<file path="src/rtl/spi_cmd_sequencer.sv">
// -----------------------------------------------------------------------------
// spi_cmd_sequencer
//
// Decodes the byte stream received by the SPI target into bus commands and
// runs one bus transaction per command. Read results are returned through
// spi_tx_data_o so the SPI target can shift them out on the next transfer.
//
// Command byte layout: cmd[7:5] opcode, cmd[4] busy-flag clear (reads only,
// optional feature), cmd[ADDR_WIDTH-17:0] upper address bits.
//   000 READ_AT    : cmd, addr_hi, addr_lo
//   001 READ_NEXT  : cmd
//   010 WRITE_AT   : cmd, data, addr_hi, addr_lo
//   011 WRITE_NEXT : cmd, data
//   others         : consumed, ignored
//
// Handshakes:
//   spi_valid_i is a one-cycle strobe; spi_data_i is captured on that edge.
//   bus_pending_o rises the cycle after the last frame byte and, together with
//   bus_addr_o / bus_data_o / bus_we_o, holds until bus_done_i is sampled high.
//   bus_done_i is a one-cycle strobe, ignored while nothing is pending.
//
// Optional feature macro: SPI_CMD_BUSY_ERR_EN
//   Defined  : busy_err_o is a sticky flag set when a byte arrives during a
//              bus transaction; cleared by reset or a read command with cmd[4]=1.
//   Undefined: busy_err_o is tied 0.
//
// Ports:
//   clock_i, reset_i       system clock, asynchronous active-high reset
//   spi_cs_ni              SPI chip select (async, synchronized here)
//   spi_data_i/spi_valid_i received byte and its strobe
//   spi_tx_data_o          byte for the next SPI transfer (last read result)
//   bus_addr_o/bus_data_o/bus_we_o/bus_pending_o  bus request
//   bus_data_i/bus_done_i  bus completion and read data
//   busy_err_o             sticky overrun flag
// -----------------------------------------------------------------------------
module spi_cmd_sequencer #(
   parameter int ADDR_WIDTH = 17
) (
   input  logic                  clock_i,
   input  logic                  reset_i,
   input  logic                  spi_cs_ni,
   input  logic [7:0]            spi_data_i,
   input  logic                  spi_valid_i,
   output logic [7:0]            spi_tx_data_o,
   output logic [ADDR_WIDTH-1:0] bus_addr_o,
   output logic [7:0]            bus_data_o,
   output logic                  bus_we_o,
   output logic                  bus_pending_o,
   input  logic [7:0]            bus_data_i,
   input  logic                  bus_done_i,
   output logic                  busy_err_o
);

   // Address bits taken from the command byte on top of the two address bytes.
   localparam int XB = ADDR_WIDTH - 16;

   typedef enum logic [2:0] {
      ST_CMD  = 3'd0,
      ST_ARG1 = 3'd1,
      ST_ARG2 = 3'd2,
      ST_ARG3 = 3'd3,
      ST_BUS  = 3'd4
   } state_t;

   localparam logic [2:0] OP_READ_AT    = 3'b000;
   localparam logic [2:0] OP_READ_NEXT  = 3'b001;
   localparam logic [2:0] OP_WRITE_AT   = 3'b010;
   localparam logic [2:0] OP_WRITE_NEXT = 3'b011;

   state_t                state_q, state_d;
   logic                  wr_q, wr_d;        // current frame is a write
   logic                  nxt_q, nxt_d;      // current frame uses the address register
   logic [XB-1:0]         ext_q, ext_d;      // upper address bits from cmd
   logic [7:0]            hi_q, hi_d;        // address high byte, held until frame completes
   logic [ADDR_WIDTH-1:0] addr_q, addr_d;
   logic [7:0]            data_q, data_d;
   logic                  we_q, we_d;
   logic                  pend_q, pend_d;
   logic [7:0]            tx_q, tx_d;

   logic                  cs_meta_q, cs_sync_q, cs_prev_q;
   logic                  cs_rise;
   logic                  byte_ok;

   // Sync flops reset to "deselected" so leaving reset never fakes a CS edge.
   always_ff @(posedge clock_i or posedge reset_i) begin
      if (reset_i) begin
         cs_meta_q <= 1'b1;
         cs_sync_q <= 1'b1;
         cs_prev_q <= 1'b1;
      end else begin
         cs_meta_q <= spi_cs_ni;
         cs_sync_q <= cs_meta_q;
         cs_prev_q <= cs_sync_q;
      end
   end

   assign cs_rise = cs_sync_q & ~cs_prev_q;
   // A byte arriving with the CS deassert edge belongs to an abandoned frame.
   assign byte_ok = spi_valid_i & ~cs_rise;

   always_ff @(posedge clock_i or posedge reset_i) begin
      if (reset_i) begin
         state_q <= ST_CMD;
         wr_q    <= 1'b0;
         nxt_q   <= 1'b0;
         ext_q   <= '0;
         hi_q    <= '0;
         addr_q  <= '0;
         data_q  <= '0;
         we_q    <= 1'b0;
         pend_q  <= 1'b0;
         tx_q    <= '0;
      end else begin
         state_q <= state_d;
         wr_q    <= wr_d;
         nxt_q   <= nxt_d;
         ext_q   <= ext_d;
         hi_q    <= hi_d;
         addr_q  <= addr_d;
         data_q  <= data_d;
         we_q    <= we_d;
         pend_q  <= pend_d;
         tx_q    <= tx_d;
      end
   end

   always_comb begin
      state_d = state_q;
      wr_d    = wr_q;
      nxt_d   = nxt_q;
      ext_d   = ext_q;
      hi_d    = hi_q;
      addr_d  = addr_q;
      data_d  = data_q;
      we_d    = we_q;
      pend_d  = pend_q;
      tx_d    = tx_q;

      case (state_q)
         ST_CMD: begin
            if (byte_ok) begin
               wr_d  = spi_data_i[6];
               nxt_d = spi_data_i[5];
               ext_d = spi_data_i[XB-1:0];
               case (spi_data_i[7:5])
                  OP_READ_AT, OP_WRITE_AT, OP_WRITE_NEXT: state_d = ST_ARG1;
                  OP_READ_NEXT: begin
                     we_d    = 1'b0;
                     pend_d  = 1'b1;
                     state_d = ST_BUS;
                  end
                  default: state_d = ST_CMD;
               endcase
            end
         end

         ST_ARG1: begin
            if (cs_rise) begin
               state_d = ST_CMD;
            end else if (spi_valid_i) begin
               if (wr_q) begin
                  data_d = spi_data_i;
                  if (nxt_q) begin
                     we_d    = 1'b1;
                     pend_d  = 1'b1;
                     state_d = ST_BUS;
                  end else begin
                     state_d = ST_ARG2;
                  end
               end else begin
                  hi_d    = spi_data_i;
                  state_d = ST_ARG2;
               end
            end
         end

         ST_ARG2: begin
            if (cs_rise) begin
               state_d = ST_CMD;
            end else if (spi_valid_i) begin
               if (wr_q) begin
                  hi_d    = spi_data_i;
                  state_d = ST_ARG3;
               end else begin
                  addr_d  = {ext_q, hi_q, spi_data_i};
                  we_d    = 1'b0;
                  pend_d  = 1'b1;
                  state_d = ST_BUS;
               end
            end
         end

         ST_ARG3: begin
            if (cs_rise) begin
               state_d = ST_CMD;
            end else if (spi_valid_i) begin
               addr_d  = {ext_q, hi_q, spi_data_i};
               we_d    = 1'b1;
               pend_d  = 1'b1;
               state_d = ST_BUS;
            end
         end

         // CS deassert is deliberately not looked at here: an issued
         // transaction always runs to completion. Incoming bytes are dropped.
         ST_BUS: begin
            if (bus_done_i) begin
               pend_d = 1'b0;
               if (!we_q) tx_d = bus_data_i;
               addr_d  = addr_q + ADDR_WIDTH'(1);
               state_d = ST_CMD;
            end
         end

         default: state_d = ST_CMD;
      endcase
   end

`ifdef SPI_CMD_BUSY_ERR_EN
   logic err_q, err_d;

   always_comb begin
      err_d = err_q;
      if (state_q == ST_BUS && byte_ok) begin
         err_d = 1'b1;
      end else if (state_q == ST_CMD && byte_ok &&
                   spi_data_i[7:6] == 2'b00 && spi_data_i[4]) begin
         // Read command (opcode 000/001) with the clear bit set.
         err_d = 1'b0;
      end
   end

   always_ff @(posedge clock_i or posedge reset_i) begin
      if (reset_i) err_q <= 1'b0;
      else         err_q <= err_d;
   end

   assign busy_err_o = err_q;
`else
   assign busy_err_o = 1'b0;
`endif

   assign spi_tx_data_o = tx_q;
   assign bus_addr_o    = addr_q;
   assign bus_data_o    = data_q;
   assign bus_we_o      = we_q;
   assign bus_pending_o = pend_q;

endmodule
</file>
<file path="config.mk">
export PLATFORM = sky130hd
export DESIGN_NAME = spi_cmd_sequencer
export DESIGN_NICKNAME = d
export VERILOG_FILES = /design/src/rtl/spi_cmd_sequencer.sv
export SDC_FILE = /design/constraint.sdc
export NUM_CORES = 1
export LEC_CHECK = 0
export ABC_AREA = 1
export BUFFER_PORTS_ARGS = -buffer_cell sky130_fd_sc_hd__buf_2
export CORE_MARGIN = 1.5
export CORE_UTILIZATION = 50
export CTS_BUF_LIST = sky130_fd_sc_hd__clkbuf_4
export DETAILED_ROUTE_END_ITERATION = 10
export MAX_ROUTING_LAYER = met4
export PLACE_DENSITY = 0.85
export RECOVER_POWER = 100
export SYNTH_ARGS = -nofsm -noshare
export SYNTH_HDL_FRONTEND = slang
export SYNTH_SLANG_ARGS = --single-unit
</file>
<file path="constraint.sdc">
create_clock -name clock_i -period 2.22 [get_ports clock_i]
set_input_delay 0.444 -clock clock_i [delete_from_list [all_inputs] [get_ports clock_i]]
set_output_delay 0.444 -clock clock_i [all_outputs]
set_load 0.03 [all_outputs]
</file>
## Word-level counts from Yosys, hierarchy flattened

Cells that the tools add are included.

- Bits in registers: 52
- Output and inout port bits: 36
- Bits of input ports: 21
- Logic and storage cells: 104

- Bitwise logic cells: 5
- Equal/unequal tests: 24
- Mux-type cells: 46
- Reductions and logical operators: 15
- Add/subtract/negate cells: 1

Operator list:

| operator | number |
|---|---|
| $mux W17 | 6 |
| $pmux W17 S3 | 1 |
| $mux W8 | 6 |
| $mux W3 | 11 |
| $ne A2 B2 Y1 const B | 13 |
| $add A17 B1 Y17 const B | 1 |
| $mux W1 | 17 |
| $pmux W8 S2 | 1 |
| $pmux W3 S5 | 1 |
| $reduce_and A7 Y1 | 2 |
| $reduce_and A13 Y1 | 1 |
| $eq A3 B2 Y1 const B | 4 |
| $reduce_and A12 Y1 | 1 |
| $ne A3 B3 Y1 const B | 3 |
| $eq A3 B1 Y1 const B | 2 |
| $logic_not A3 Y1 | 2 |
| $pmux W3 S2 | 1 |
| $pmux W1 S5 | 1 |
| $reduce_and A5 Y1 | 1 |
| $reduce_bool A5 Y1 | 1 |
| $pmux W1 S4 | 1 |
| $reduce_and A4 Y1 | 1 |
| $reduce_bool A4 Y1 | 1 |
| $eq A3 B3 Y1 const B | 1 |
| 8 further kinds | 11 |

## Longest topological paths before layout

Gate-level depths: netlist (run 1).

- Depth in word-level cells: 6
- Mapped depth: 10
- Depth with buffers taken out: 10

## Least setup slack after synthesis (run 1)

OpenSTA, ideal clock, no wires.

- Kind: register to register
- From: reg addr_q[1] (netlist: bus_addr_o[1])
- To: reg addr_q[10] (netlist: bus_addr_o[10])
- Setup time: 0.117 ns
- Buffers on the path: 0
- Clock period less this slack: 1.559 ns
- Arrival time: 1.442 ns
- Stages on the path, launching flop included: 11
- Data required time: 2.103 ns
- Setup slack: 0.661 ns
- Path through: dfrtp_1 -> ha_1 -> nand3_1 -> inv_1 -> nand2_1 -> nor2_1 -> nand2_1 -> nand2_1 -> nand2_1 -> nand2_1 -> nand2_1

- Word-level cells in the longest chain between the ends: 3

RTL lines:

| element | RTL line | source |
|---|---|---|
| from (decl) | 75 | `logic [ADDR_WIDTH-1:0] addr_q, addr_d;` |
| from (signal assigned) | 120 | `addr_q <= addr_d;` |
| $add A17 B1 Y17 | 211 | `addr_d = addr_q + ADDR_WIDTH'(1);` |
| $mux W17 | 208 | `if (bus_done_i) begin` |
| $pmux W17 S3 | 140 | `case (state_q)` |

Every way passes these cells. The select of a mux whose other input is x is not followed.
A chain may end at the register's enable or synchronous reset.

## Final worst setup path (run 1)

- From: reg cs_sync_q
- To: reg addr_q[11] (netlist: bus_addr_o[11])

- Word-level cells in the longest chain between the ends: 3
- Elaborated cells between the ends (all ways): 4
- Classes of those cells: eq/ne (2); bitwise (1); reduce/logical (1)

RTL lines:

| element | RTL line | source |
|---|---|---|
| from (decl) | 81 | `logic cs_meta_q, cs_sync_q, cs_prev_q;` |
| from (signal assigned) | 93 | `cs_sync_q <= cs_meta_q;` |
| $and A1 B1 Y1 (*) | 98 | `assign cs_rise = cs_sync_q & ~cs_prev_q;` |
| $ne A2 B2 Y1 (no source line) | - |  |
| $reduce_and A7 Y1 (no source line) (*) | - |  |

Mark *: on every way between the ends. The rest lies on a longest branch, timed or not.

==> results of run 1 <==
[flip-flops by register name (all words and copies together), names as in the netlist]
name           count
cs_meta_q          1
hi_q               8
nxt_q              1
bus_addr_o        17
cs_sync_q          1
bus_we_o           1
bus_data_o         8
bus_pending_o      1
wr_q               1
state_q            3
ext_q              1
spi_tx_data_o      8
cs_prev_q          1
[cell type report]
| type | count | area, µm² | share of cell area, % |
|---|---|---|---|
| Clock inverter | 3 | 26.3 | 0.844 |
| Tap cell | 72 | 90.1 | 2.89 |
| Clock buffer | 5 | 37.5 | 1.21 |
| Multi-Input combinational cell | 277 | 1230 | 39.4 |
| Inverter | 48 | 180 | 5.79 |
| Timing Repair Buffer | 58 | 248 | 7.96 |
| Sequential cell | 52 | 1310 | 41.9 |
[worst min-delay path by stage]
| stage | slack, ns | endpoint |
|---|---|---|
| 2_1_floorplan | 0.35 | cs_sync_q |
| 3_3_place_gp | 0.35 | cs_sync_q |
| 3_5_place_dp | 0.35 | cs_sync_q |
| 4_1_cts | 0.05 | spi_tx_data_o[5] |
| 5_1_grt | 0.09 | cs_meta_q |
| 6_report | 0.13 | cs_meta_q |
[metal layers]
metal	vias up	share of wire, %	routed length (µm)
li1	1330	-	-
met1	1224	47	3010
met3	7	5.1	332
met2	98	47	3040
met5	-	0	0
met4	0	1.1	70
[stage by stage]
step / setup WS (ns) / instances / hold slack [ns]
6_report: 0.327 / 515 / 0.133
5_1_grt: 0.147 / 515 / 0.0947
4_1_cts: 0.490 / 515 / 0.0464
3_5_place_dp: 0.517 / 507 / 0.353
3_3_place_gp: 0.518 / 507 / 0.346
2_1_floorplan: 0.523 / 388 / 0.345
[cell families after synthesis]
| group | after synthesis | share of synthesized area (%) |
|---|---|---|
| flops | 52 | 46.1 |
| buf+inv | 59 | 9.32 |
| xor+xnor | 1 | 0.309 |
| other cells | 1 | 0.132 |
| fa+ha+maj | 1 | 0.442 |
| compound gates | 47 | 9.67 |
| simple gates | 227 | 34.1 |
[cell usage in the layout (no fill, tap or decap), types with 2 or more instances in the layout]
master	count
nand3_1	30
a21oi_1	2
o21bai_1	2
dfstp_2	2
inv_1	47
clkbuf_1	36
buf_2	20
nand4_1	9
clkbuf_4	5
nor2_2	2
or2_2	2
o21ai_1	2
o21ai_0	38
nand2_1	139
nor3_1	6
dfrtp_1	49
clkinvlp_4	2
nor2_1	34
[worst max-delay path, cell delays in order, from the launching register on]
cell and delay [ns]:
dfstp_1 0.56, nand2_1 0.12, nand2_1 0.19, nand2_1 0.14, nand4_1 0.11, clkbuf_1 0.49, nor2_1 0.08, nand2_1 0.08
nand2_1 0.05
[power groups by stage]
stage                     combinational (µW)  sequential (µW)  clock [µW]
after CTS                               2440             1760         475
final                                   2290             1780         461
after global routing                    2560             1840         514
after detailed placement                2430             1780           0
after floorplan                         1330             2260           0
after global placement                  2370             1760           0
==> metrics.cfg, run 1 <==
[outcome]
run_status = complete, no violations

[global_route]
grt_use_met3_pct = 3.60
use_met2_pct = 36.4
grt_pass1_wl_um = 10900
grt_busiest_layer = met2
grt-ovfl-total = 0
use_met1_pct = 31.1
grt_max_degree = 32
antenna_found_initial = 0
grt_pass1_vias = 2318
track_usage_pct = 23.1

[setup_path]
critPathKind = register to register
startpoint = cs_sync_q
r2r.worst_path.cells = 8
cp_data_arrival_time_ns = 2.20
worstPathRequired_ns = 2.53
crit_path_max_fanout = 14
crit_path_start_kind = register
crit_end = bus_addr_o[11]
reg2reg_slack_ns = 0.33
r2r_start = cs_sync_q
rr_endpoint = bus_addr_o[11]
end_kind = register

[sta]
finalSetupTns_ns = 0
final_hold_viol_count = 0
min_period_ns = 1.89
worst_pin_slew_ns = 0.818
finClkSkew_ns = 0.0224
drv_slew = 0
relSlewSlack_pct = 45.4
setup_viol = 0
maxClockFrequency_mhz = 528
period_share_pct = 85.2
rsz0062_at_grt = no

[cells_and_area]
final_nets = 464
postLayoutCellArea_um2 = 3110
fillers = 558
final_core_util_pct = 56.9
area_growth_syn_to_layout_pct = 9.94
diodes = 0
drive_gt1_share_pct = 9.26

[detailed_routing]
dr.pass1.iters = 5
routed_via_density = 5.16
vias = 2659
wirelength_um = 6450
ant_nets = 0
wl_per_cell_um = 12.5
initialDrtViolationCount = 182
drc = 0

[clocking]
clkSinkCount = 52
cts_buffers = 5
cts_tree = built
ctsResizeCount = 0
post-cts-setup-buffers = 0
clockBufferDepth = 2
hold_buffers = 0
cts-root-buf = clkbuf_4
h-tree-depth = 2
path_clk_slew_ns = 0.17
clk_latency_ns = 0.39

[synth]
synth_nets = 410
ys_async_sr_fraction_pct = 100
synth_cells = 388
yosysTopAreaCellShare_pct = 43.3
synth.area.top_cells = dfrtp_1, nand2_1, inv_1
synth-main-ff-cell = dfrtp_1
synth_edf_count = 0
synth_area_per_cell_um2 = 7.30
synth.most_common_cell = nand2_1
ys_warn_count = 0
synthDistinctLibCells = 31
seq_area_frac_synth_pct = 46.1
synth_top_cell_by_area = dfrtp_1
netlist_area_um2 = 2830
ys_ff_latch = 52
synth_commonest_cells = nand2_1, dfrtp_1, inv_1

[placement]
place_area_um2 = 3150
hpwlAfterDp_um = 4750
gp_congestion = 0.909
portBuffers = 55

[floorplanning]
dieArea_um2 = 6130
fp-row-count = 27
start_util_pct = 51.8
core_area_um2 = 5470
die_y_um = 78.3
boundaryPins = 57
die_w_um = 78.3

[power]
p_leak_uw = 0.00160
ir_drop_mv = 0.658
p_seq_share_pct = 39.2
p_per_area_nw_per_um2 = 1450
p_int_uw = 2130
p_total_uw = 4520
p_sw_share_pct = 53.0
combPwrFrac_pct = 50.6
p_sw_uw = 2400
pwr-share-clk_pct = 10.2

[hold_path]
hold_class = primary input to register
min-delay-start = spi_cs_ni
hold-path-cell-count = 1

[job]
drv_cap = 0

(Power assumes the default switching activity.)
==> inputs of run 2 (changes only) <==
--- a/config.mk
+++ b/config.mk
@@ -6,13 +6,13 @@
 export NUM_CORES = 1
 export LEC_CHECK = 0
 export ABC_AREA = 1
-export BUFFER_PORTS_ARGS = -buffer_cell sky130_fd_sc_hd__buf_2
 export CORE_MARGIN = 1.5
 export CORE_UTILIZATION = 50
 export CTS_BUF_LIST = sky130_fd_sc_hd__clkbuf_4
 export DETAILED_ROUTE_END_ITERATION = 10
+export DONT_BUFFER_PORTS = 1
 export MAX_ROUTING_LAYER = met4
-export PLACE_DENSITY = 0.85
+export PLACE_DENSITY = 0.76
 export RECOVER_POWER = 100
 export SYNTH_ARGS = -nofsm -noshare
 export SYNTH_HDL_FRONTEND = slang
==> run 2 against run 1 <==
Worst setup slack gained 0.062 ns. Design area shrank 7.3%. Global-route usage shrank 0.91 points. Clock skew down 0.0023 ns. Non-clock buffer count down 54. Critical path depth stayed put. Die area stayed put. Sequential cell count did not move. Maximum frequency rose by 3.4%. Critical endpoint is now bus_addr_o[1].
==> metrics.cfg, run 2 (synthesis gave the netlist of run 1 again) <==
[clocking]
h-tree-depth = 2
clockBufferDepth = 2
cts_tree = built
clk_latency_ns = 0.39
cts-root-buf = clkbuf_4
clkSinkCount = 52
path_clk_slew_ns = 0.17
post-cts-setup-buffers = 0
cts_buffers = 5

[detailed_routing]
vias = 2414
drc = 0
initialDrtViolationCount = 129
dr.pass1.iters = 4
top_layer_used = met4
wl_per_cell_um = 13.4
ant_nets = 0
routed-wl-met2_um = 2870
routed_via_density = 5.24
met3WireLength_um = 404
wl_met1_um = 2820
wirelength_um = 6170

[cells_and_area]
area_growth_syn_to_layout_pct = 1.94
final_common_cell = nand2_1
finalNonFillerCells = 461
drive_gt1_share_pct = 5.66
final_nets = 410
diodes = 0
largest_register_ff_count = 17
final_cell_mix = nand2_1, dfrtp_1, inv_1

[sta]
drv_slew = 0
final_hold_viol_count = 0
setup_viol = 0
rsz0062_at_grt = no
min_period_ns = 1.83
relSlewSlack_pct = 14.8
worst_pin_slew_ns = 1.28
finalSetupTns_ns = 0
period_share_pct = 82.5
fin_ws_ns = 0.390
finClkSkew_ns = 0.0201
maxClockFrequency_mhz = 546

[global_route]
grt_pass1_wl_um = 10500
grt_pass1_vias = 2277
grt-ovfl-total = 0
antenna_found_initial = 0
grt_max_degree = 53
track_usage_pct = 22.2

[setup_path]
critPathKind = register to register
end_kind = register
worstPathRequired_ns = 2.57
cpPeakStageDelay_ns = 0.55
r2r_start = cs_prev_q
crit_path_frequent_cell = nand2_1
crit_path_start_kind = register
cp_data_arrival_time_ns = 2.18
r2r.worst_path.cells = 8
cp_cell_sequence = inv_1 -> nand2_1 -> nand2_1 -> nand2_1 -> nand2_2 -> nor2_2 -> o211ai_1 -> nand2_1
rr_endpoint = bus_addr_o[1]
cp_slowest_cell = dfstp_2
reg2reg_slack_ns = 0.39
crit_path_max_fanout = 14

[hold_path]
whs_endpoint = cs_meta_q
hold-path-cell-count = 0
min-delay-start = spi_cs_ni
hold_class = primary input to register

[power]
p_seq_share_pct = 55.5
p_sw_uw = 2300
p_leak_uw = 0.00149
p_int_uw = 1990
combPwrFrac_pct = 34.0
pwr-share-clk_pct = 10.5
ir_drop_mv = 0.622
p_sw_share_pct = 53.6
p_per_area_nw_per_um2 = 1490

[placement]
gp_congestion = 0.840
place_ws_ns = 0.470
portBuffers = 0
hpwlAfterDp_um = 4400
dp.cells = 452

[floorplanning]
fp-row-count = 27
die_w_um = 78.3
die_y_um = 78.3
boundaryPins = 57
dieArea_um2 = 6130
core_area_um2 = 5470
start_util_pct = 51.8

[job]
drv_cap = 0

[outcome]
run_status = complete, no violations

-- run 2: cell count changes in the layout (fill, tap and decap cells not counted), sizes merged --
cell,change
buf,-20
clkbuf,-35
dlygate4sd3,+1
clkinv,+3
inv,-1
clkinvlp,-2
-- run 2: routing by layer --
metal  track usage (%)  vias to the layer above
li1                  -                     1219
met5                 -                        -
met2              36.2                       84
met1              27.9                     1106
met4              6.25                        0
met3              5.00                        5
-- run 2: power by group through the flow --
stage,registers (µW),logic [µW],clock network (µW)
floorplan,2260,1330,0
global placement,2380,1480,0
detailed placement,2400,1540,0
CTS,2380,1540,464
global route,2460,1720,496
finish,2380,1460,452
-- run 2: critical path, delay by kind of cell, from the launching register on --
| family | cells | cell delay (ns) |
|---|---|---|
| AND/OR/NAND/NOR | 6 | 1.06 |
| AO/OA/AOI/OAI | 1 | 0.17 |
| buffers and inverters | 1 | 0.03 |
| flip-flops | 1 | 0.55 |
-- run 2: final cells by class --
cell class	instances	area [µm²]
fill	539	2580
sequential	52	1310
multi-input combinational	277	1220
inverter	48	180
tap	72	90.1
clock buffer	5	37.5
timing repair buffer	4	27.5
clock inverter	3	22.5
-- run 2: worst max path at each step --
stage | start | endpoint | slack [ns] | depth (start not counted)
after floorplan | reset_i | bus_addr_o[0] | 0.52 | 1
after global placement | state_q[0] | bus_addr_o[9] | 0.54 | 8
after detailed placement | bus_addr_o[1] | bus_addr_o[10] | 0.47 | 10
after CTS | bus_addr_o[1] | bus_addr_o[10] | 0.44 | 10
after global routing | cs_prev_q | bus_addr_o[7] | 0.21 | 8
final | cs_prev_q | bus_addr_o[1] | 0.39 | 8
-- run 2: what timing repair did --
item / CTS / global route
gates resized for setup: 0 / 0
endpoints found under the setup margin: 0 / 0
hold endpoints to repair: 49 / 0
hold buffers: 1 / 0
-- run 2: through the flow --
stage                     cell area, µm²  hold WS [ns]  total power, µW  util, %
after floorplan                     2830         0.345             3580        -
after global placement              2870         0.348             3860     52.5
after detailed placement            2870         0.349             3940     52.5
after global routing                2890        0.0127             4670     52.8
final                               2890        0.0423             4290     52.8
after CTS                           2940        0.0222             4390     53.8
==> inputs of run 3 (changes only) <==
==> constraint.sdc (replaced) <==
create_clock -name clock_i -period 1.91 [get_ports clock_i]
set_input_delay 0.382 -clock clock_i [delete_from_list [all_inputs] [get_ports clock_i]]
set_output_delay 0.382 -clock clock_i [all_outputs]
set_load 0.03 [all_outputs]
==> run 3 against run 2 <==
Design area up 1.8%. Largest cell class unchanged. Critical path type unchanged. Cell count up 2.0%. Utilization rose by 0.96 points. Combinational power increased by 36%. Die area did not move.
==> metrics.cfg, run 3 (synthesis gave the netlist of run 1 again) <==
[outcome]
run_status = complete, no violations

[clocking]
cts-root-buf = clkbuf_4
clkSinkCount = 52
path_clk_slew_ns = 0.15
clk_latency_ns = 0.36
clockBufferDepth = 2
h-tree-depth = 2
cts_tree = built
post-cts-setup-buffers = 0
cts_buffers = 5

[cells_and_area]
fillers = 564
postLayoutCellArea_um2 = 2940
final_core_util_pct = 53.7
regArea_um2 = 1310
final_nets = 419
drive_gt1_share_pct = 5.78
final_common_cell = nand2_1
final_cell_mix = nand2_1, dfrtp_1, inv_1
diodes = 0
largest_register_ff_count = 17
area_growth_syn_to_layout_pct = 3.80
multiInputGateArea_um2 = 1230

[sta]
relSlewSlack_pct = 24.0
period_share_pct = 89.1
finClkSkew_ns = 0.0109
drv_slew = 0
min_period_ns = 1.70
final_hold_viol_count = 0
worst_pin_slew_ns = 1.14
rsz0062_at_grt = no
maxClockFrequency_mhz = 587
finalSetupTns_ns = 0
setup_viol = 0

[setup_path]
cp_slowest_cell = dfrtp_1
r2r_start = bus_addr_o[1]
critPathKind = register to register
startpoint = bus_addr_o[1]
end_kind = register
crit_path_max_fanout = 4
crit_path_start_kind = register
cpPeakStageDelay_ns = 0.38
cp_data_arrival_time_ns = 1.97
cp_cell_sequence = clkbuf_1 -> nand3_1 -> nor2_1 -> nand3_1 -> nand2_1 -> nand3_1 -> nand2_1 -> nand2_1
worstPathRequired_ns = 2.18

[hold_path]
hold_class = primary input to register
min-delay-start = bus_data_i[2]

[global_route]
grt_pass1_vias = 2228
grt_max_degree = 53
antenna_found_initial = 0
grt_pass1_wl_um = 10300
track_usage_pct = 21.7
grt-ovfl-total = 0

[power]
p_total_uw = 5060
ir_drop_mv = 0.915
p_per_area_nw_per_um2 = 1720
p_leak_uw = 0.00151

[detailed_routing]
wl_per_cell_um = 13.2
vias = 2469
met3WireLength_um = 393
wl_met1_um = 2840
dr.pass1.iters = 4
routed-wl-met2_um = 2920
initialDrtViolationCount = 159
ant_nets = 0
wirelength_um = 6220
routed_via_density = 5.25
top_layer_used = met4
drc = 0

[floorplanning]
boundaryPins = 57
dieArea_um2 = 6130
fp-row-count = 27
start_util_pct = 51.8
die_y_um = 78.3
die_w_um = 78.3
core_area_um2 = 5470

[job]
drv_cap = 0

[placement]
place_area_um2 = 2950
portBuffers = 0
hpwlAfterDp_um = 4560
gp_congestion = 0.888

## run 3: routing by layer
| layer | vias up | global-route usage (%) |
|---|---|---|
| li1 | 1238 | - |
| met2 | 82 | 33.9 |
| met4 | 0 | 4.29 |
| met3 | 8 | 4.30 |
| met1 | 1141 | 29.8 |
| met5 | - | - |
## run 3: timing repair
item | in CTS | in global routing
hold buffers | 2 | 0
gates resized for setup | 0 | 0
endpoints found under the hold margin | 50 | 0
## run 3: through the flow
step / std cells / hold slack, ns / worst slack [ns]
floorplan: 388 / 0.345 / 0.275
global placement: 460 / 0.338 / 0.322
detailed placement: 460 / 0.340 / 0.289
CTS: 470 / 0.108 / 0.270
global route: 470 / 0.104 / 0.0535
finish: 470 / 0.134 / 0.208
## run 3: path summary, 6_finish.rpt
check	end	slack (ns)	cells after the start
max	bus_addr_o[13]	0.21	8
min	spi_tx_data_o[2]	0.13	2
max reg2reg	bus_addr_o[13]	0.21	8
min reg2reg	cs_sync_q	0.37	0
max in group asynchronous	state_q[2]	0.39	3
min in group asynchronous	spi_tx_data_o[5]	0.82	3
## run 3: area by class of cell
| type | instances | share of cell area (%) |
|---|---|---|
| Clock buffer | 5 | 1.28 |
| Timing Repair Buffer | 13 | 2.85 |
| Sequential cell | 52 | 44.4 |
| Multi-Input combinational cell | 277 | 41.7 |
| Tap cell | 72 | 3.06 |
| Inverter | 48 | 6.13 |
| Clock inverter | 3 | 0.596 |
## run 3: where the power goes
group          switching [µW]  internal [µW]
Combinational            1320            666
Clock                     346            143
Sequential               1010           1580
## run 3: critical path: cells and delay by family, from the launching register on
kind | cells | cell delay, ns
buffers and inverters | 1 | 0.37
AND/OR/NAND/NOR | 7 | 0.86
flip-flops | 1 | 0.38
